==> src/rtl/out_port.sv <==
// Output port FIFO: captures Bus_D on oe and drains it first-word-fall-through over valid/ready.
// Optional OUTPORT_PARITY_EN adds a parity_out port and a stored parity bit per entry.
module out_port #(
    parameter int DEPTH = 4,
    parameter int PTR_W = 2
) (
    input  logic             clk,
    input  logic             rst,
    input  logic [7:0]       Bus_D,
    input  logic             oe,
    input  logic             clr_ovf,
    output logic             port_full,
    output logic             port_empty,
    output logic [PTR_W:0]   count,
    output logic             overflow,
    output logic [7:0]       data_out,
    output logic             out_valid,
    input  logic             out_ready
`ifdef OUTPORT_PARITY_EN
    ,
    output logic             parity_out
`endif
);

`ifdef OUTPORT_PARITY_EN
    localparam int W = 9;
`else
    localparam int W = 8;
`endif

    logic [W-1:0]   mem [DEPTH];
    logic [W-1:0]   wr_word;
    logic [W-1:0]   head_word;

    logic [PTR_W-1:0] wr_ptr_q, wr_ptr_d;
    logic [PTR_W-1:0] rd_ptr_q, rd_ptr_d;
    logic [PTR_W:0]   count_q, count_d;
    logic             overflow_q, overflow_d;
    logic             push, pop;

    always_comb begin
`ifdef OUTPORT_PARITY_EN
        wr_word = {^Bus_D, Bus_D};
`else
        wr_word = Bus_D;
`endif
        head_word = mem[rd_ptr_q];
    end

    // Flags derive purely from occupancy so they can never disagree with count.
    always_comb begin
        port_full  = (count_q == (PTR_W+1)'(DEPTH));
        port_empty = (count_q == '0);
        out_valid  = ~port_empty;
        count      = count_q;
        overflow   = overflow_q;
        data_out   = out_valid ? head_word[7:0] : 8'h00;
`ifdef OUTPORT_PARITY_EN
        parity_out = out_valid & head_word[8];
`endif
    end

    always_comb begin
        push       = oe & ~port_full;
        pop        = out_valid & out_ready;
        wr_ptr_d   = push ? wr_ptr_q + PTR_W'(1) : wr_ptr_q;
        rd_ptr_d   = pop  ? rd_ptr_q + PTR_W'(1) : rd_ptr_q;
        count_d    = count_q + (PTR_W+1)'(push) - (PTR_W+1)'(pop);
        overflow_d = overflow_q;
        // A rejected push takes priority over a simultaneous clear.
        if (oe && port_full) begin
            overflow_d = 1'b1;
        end else if (clr_ovf) begin
            overflow_d = 1'b0;
        end
    end

    always_ff @(posedge clk) begin
        if (rst) begin
            wr_ptr_q   <= '0;
            rd_ptr_q   <= '0;
            count_q    <= '0;
            overflow_q <= 1'b0;
        end else begin
            wr_ptr_q   <= wr_ptr_d;
            rd_ptr_q   <= rd_ptr_d;
            count_q    <= count_d;
            overflow_q <= overflow_d;
        end
    end

    // Storage has no reset; stale contents are masked by count.
    always_ff @(posedge clk) begin
        if (!rst && push) begin
            mem[wr_ptr_q] <= wr_word;
        end
    end

endmodule

==> config.mk <==
export PLATFORM = sky130hd
export DESIGN_NAME = out_port
export DESIGN_NICKNAME = d
export VERILOG_FILES = /design/src/rtl/out_port.sv
export SDC_FILE = /design/constraint.sdc
export NUM_CORES = 1
export LEC_CHECK = 0
export BUFFER_PORTS_ARGS = -buffer_cell sky130_fd_sc_hd__buf_2
export CAP_MARGIN = 15
export CORE_MARGIN = 10
export CORE_UTILIZATION = 59
export DETAILED_ROUTE_END_ITERATION = 6
export GPL_ROUTABILITY_DRIVEN = 1
export GPL_TIMING_DRIVEN = 1
export PLACE_DENSITY_LB_ADDON = 0.1
export RECOVER_POWER = 100
export REMOVE_ABC_BUFFERS = 1
export SLEW_MARGIN = 20
export SYNTH_ARGS = -nofsm -noshare
export SYNTH_HDL_FRONTEND = slang
export SYNTH_SLANG_ARGS = --single-unit
==> constraint.sdc <==
create_clock -name clk -period 4.8 [get_ports clk]
set_input_delay 1.2 -clock clk [delete_from_list [all_inputs] [get_ports clk]]
set_output_delay 1.2 -clock clk [all_outputs]
set_load 0.005 [all_outputs]
==> results.json <==
{
  "end_kind": "output port",
  "crit_type": "flop to output port",
  "grt_pass1_wl_um": 5150,
  "critPathMaxStageDelay_ns": 1.01,
  "area_growth_pct": 11.0,
  "fin_crit_sh_pct": 67.3,
  "leakage_nw": 0.670,
  "whs_path_depth": 2,
  "die_w_um": 74.6,
  "track_usage_pct": 12.7,
  "clk_pin_slew_worst_paths_ns": 0.11,
  "fin_hold_ws_ns": 0.536,
  "core-area_sq_um": 2810,
  "cts_tree": "yes",
  "syn_inst": 107,
  "clock.fmax_mhz": 309,
  "vias": 961,
  "synth_cell_types": 25,
  "cp_data_arrival_time_ns": 2.03,
  "grt_max_degree": 15,
  "cpMaxStageDelayCell": "nor3_1",
  "ant_nets": 0,
  "seq_area_frac_synth_pct": 66.1,
  "power_density_nw_per_um2": 492,
  "final_net_count": 160,
  "layout_commonest_cell": "edfxtp_1",
  "cts_sinks": 42,
  "min_path_type": "flop to flop",
  "global_route.overflow_total": 0,
  "dp_worst_setup_slack_ns": 1.88,
  "finalHoldViolations": 0,
  "grt_antenna_before_repair": 0,
  "instances_no_fill": 172,
  "yosys_warnings": 0,
  "worst-path-max-fanout": 12,
  "status": "complete, no violations",
  "dp_cells": 164,
  "rsz0062_at_grt": "false",
  "wl_um": 3300,
  "fill_cells": 214,
  "period_needed_ns": 3.23,
  "postSynthAreaPerCell_sq_um": 16.4,
  "dp_hpwl_um": 2300,
  "rr_worst_depth": 9,
  "synth_seq_cells": 42,
  "slew_violations": 0,
  "cts_repair_resize_count": 0,
  "layout_common_cells": "edfxtp_1, clkbuf_1, nor2b_1",
  "tightestPinTransition_ns": 1.25,
  "wl_per_cell_um": 19.2,
  "tns_ns": 0,
  "placed_cell_area_sq_um": 1920,
  "required_ns": 3.60,
  "worstSetupPathDepth": 3,
  "gp_congestion": 0.675,
  "syn_area_sq_um": 1760,
  "cts_root_buffer": "clkbuf_4",
  "numCtsBuffers": 5,
  "grt_pass1_vias": 1067,
  "path_cells": "nor3_1, nor2b_1, clkbuf_1",
  "diodes": 0,
  "cts_setup_buffers": 0,
  "start_util_pct": 62.6,
  "cts_max_path_buffers": 2,
  "drc": 0,
  "viasPerCell": 5.59,
  "ios": 28,
  "cp_num_buf_inv": 1,
  "crit_family": "simple AND/OR/NAND/NOR gates",
  "insertion_delay_ns": 0.33,
  "die_height_um": 74.6,
  "crit_path_start_kind": "flop",
  "setup_viol": 0,
  "rows": 19,
  "first_pass_iters": 4,
  "die_area_sq_um": 5560,
  "fin_area_sq_um": 1950,
  "first_iter_violations": 87,
  "htree_num_levels": 2,
  "maxSlewHeadroom_pct": 16.1,
  "fin_skew_ns": 0.00773,
  "peakVddDrop_uv": 295,
  "drv_cap": 0,
  "ctsHoldBuffers": 0,
  "drive_gt1_share_pct": 14.2,
  "worst_slack_ns": 1.57,
  "port_buffers": 27
}
-- cells in the mapped netlist (all sizes together) --
master / count / area share [%]
a21oi: 3 / 0.85
o31ai: 1 / 0.43
xor2: 1 / 0.50
clkbuf: 2 / 0.50
or3: 2 / 0.71
mux2i: 1 / 0.57
nor2b: 11 / 3.9
fa: 1 / 1.1
buf: 3 / 1.6
mux4: 8 / 10
inv: 8 / 1.7
nand2b: 3 / 1.5
nor3b: 5 / 2.8
ha: 6 / 4.3
nand2: 1 / 0.21
nor2: 4 / 0.85
xnor2: 2 / 1.0
dfxtp: 10 / 11
edfxtp: 32 / 55
nor3: 1 / 0.57
o21ai: 2 / 0.57
-- path summary, 6_finish.rpt --
check                   start     endpoint  slack [ns]
hold reg to reg   rd_ptr_q[1]  rd_ptr_q[1]        0.54
setup / recovery     count[1]  data_out[7]        1.57
hold / removal    rd_ptr_q[1]  rd_ptr_q[1]        0.54
setup reg to reg     count[2]     count[2]        2.32
-- flip-flops by register name (all words and copies together), names as in the netlist, named ones only --
register  cells
wr_ptr_q      2
overflow      1
count         3
rd_ptr_q      2
mem          32
-- kinds of logic after synthesis --
| logic type | synth area share [%] |
|---|---|
| flops | 66.1 |
| fa+ha+maj | 5.41 |
| buf+inv | 3.77 |
| simple gates | 10.5 |
| xor+xnor | 1.50 |
| mux | 10.8 |
| compound gates | 1.85 |
-- layer usage --
layer / vias up / routed length [um] / GRT usage (%)
li1: 455 / - / -
met3: 2 / 167 / 4.12
met1: 481 / 1400 / 14.8
met2: 23 / 1710 / 21.8
met4: 0 / 13 / 3.78
met5: - / 0 / 0
-- worst register-to-register path: cells and delay by family (launching register included) --
family / cells / cell delay [ns]
buffers and inverters: 1 / 0.05
DFF: 1 / 0.44
and+or+nand+nor: 3 / 0.80
xor gates and xnor gates: 2 / 0.32
adders and majority gates: 3 / 0.76
-- layout make-up --
type,instances,area (sq um),share of cell area (%)
timing repair buffer,31,121,6.23
clock inverter,1,30.0,1.54
tap,31,38.8,1.99
sequential,42,1160,59.6
multi-input combinational,52,513,26.3
inverter,8,30.0,1.54
clock buffer,7,55.1,2.82
-- report_power, final --
group	total [mW]	leakage (nW)	internal [mW]	switching, mW
sequential	0.474	0.372	0.428	0.0453
clock	0.230	0.0455	0.124	0.105
combinational	0.256	0.252	0.132	0.124
total	0.960	0.670	0.685	0.275
-- per-stage QoR --
stage / power, mW / utilization, %
global placement: 0.746 / 68.6
detailed placement: 0.763 / 68.6
global route: 1.02 / 69.5
CTS: 0.993 / 71.6
finish: 0.960 / 69.5
floorplan: 0.646 / -
No activity file was read; power rests on OpenSTA's default activity.
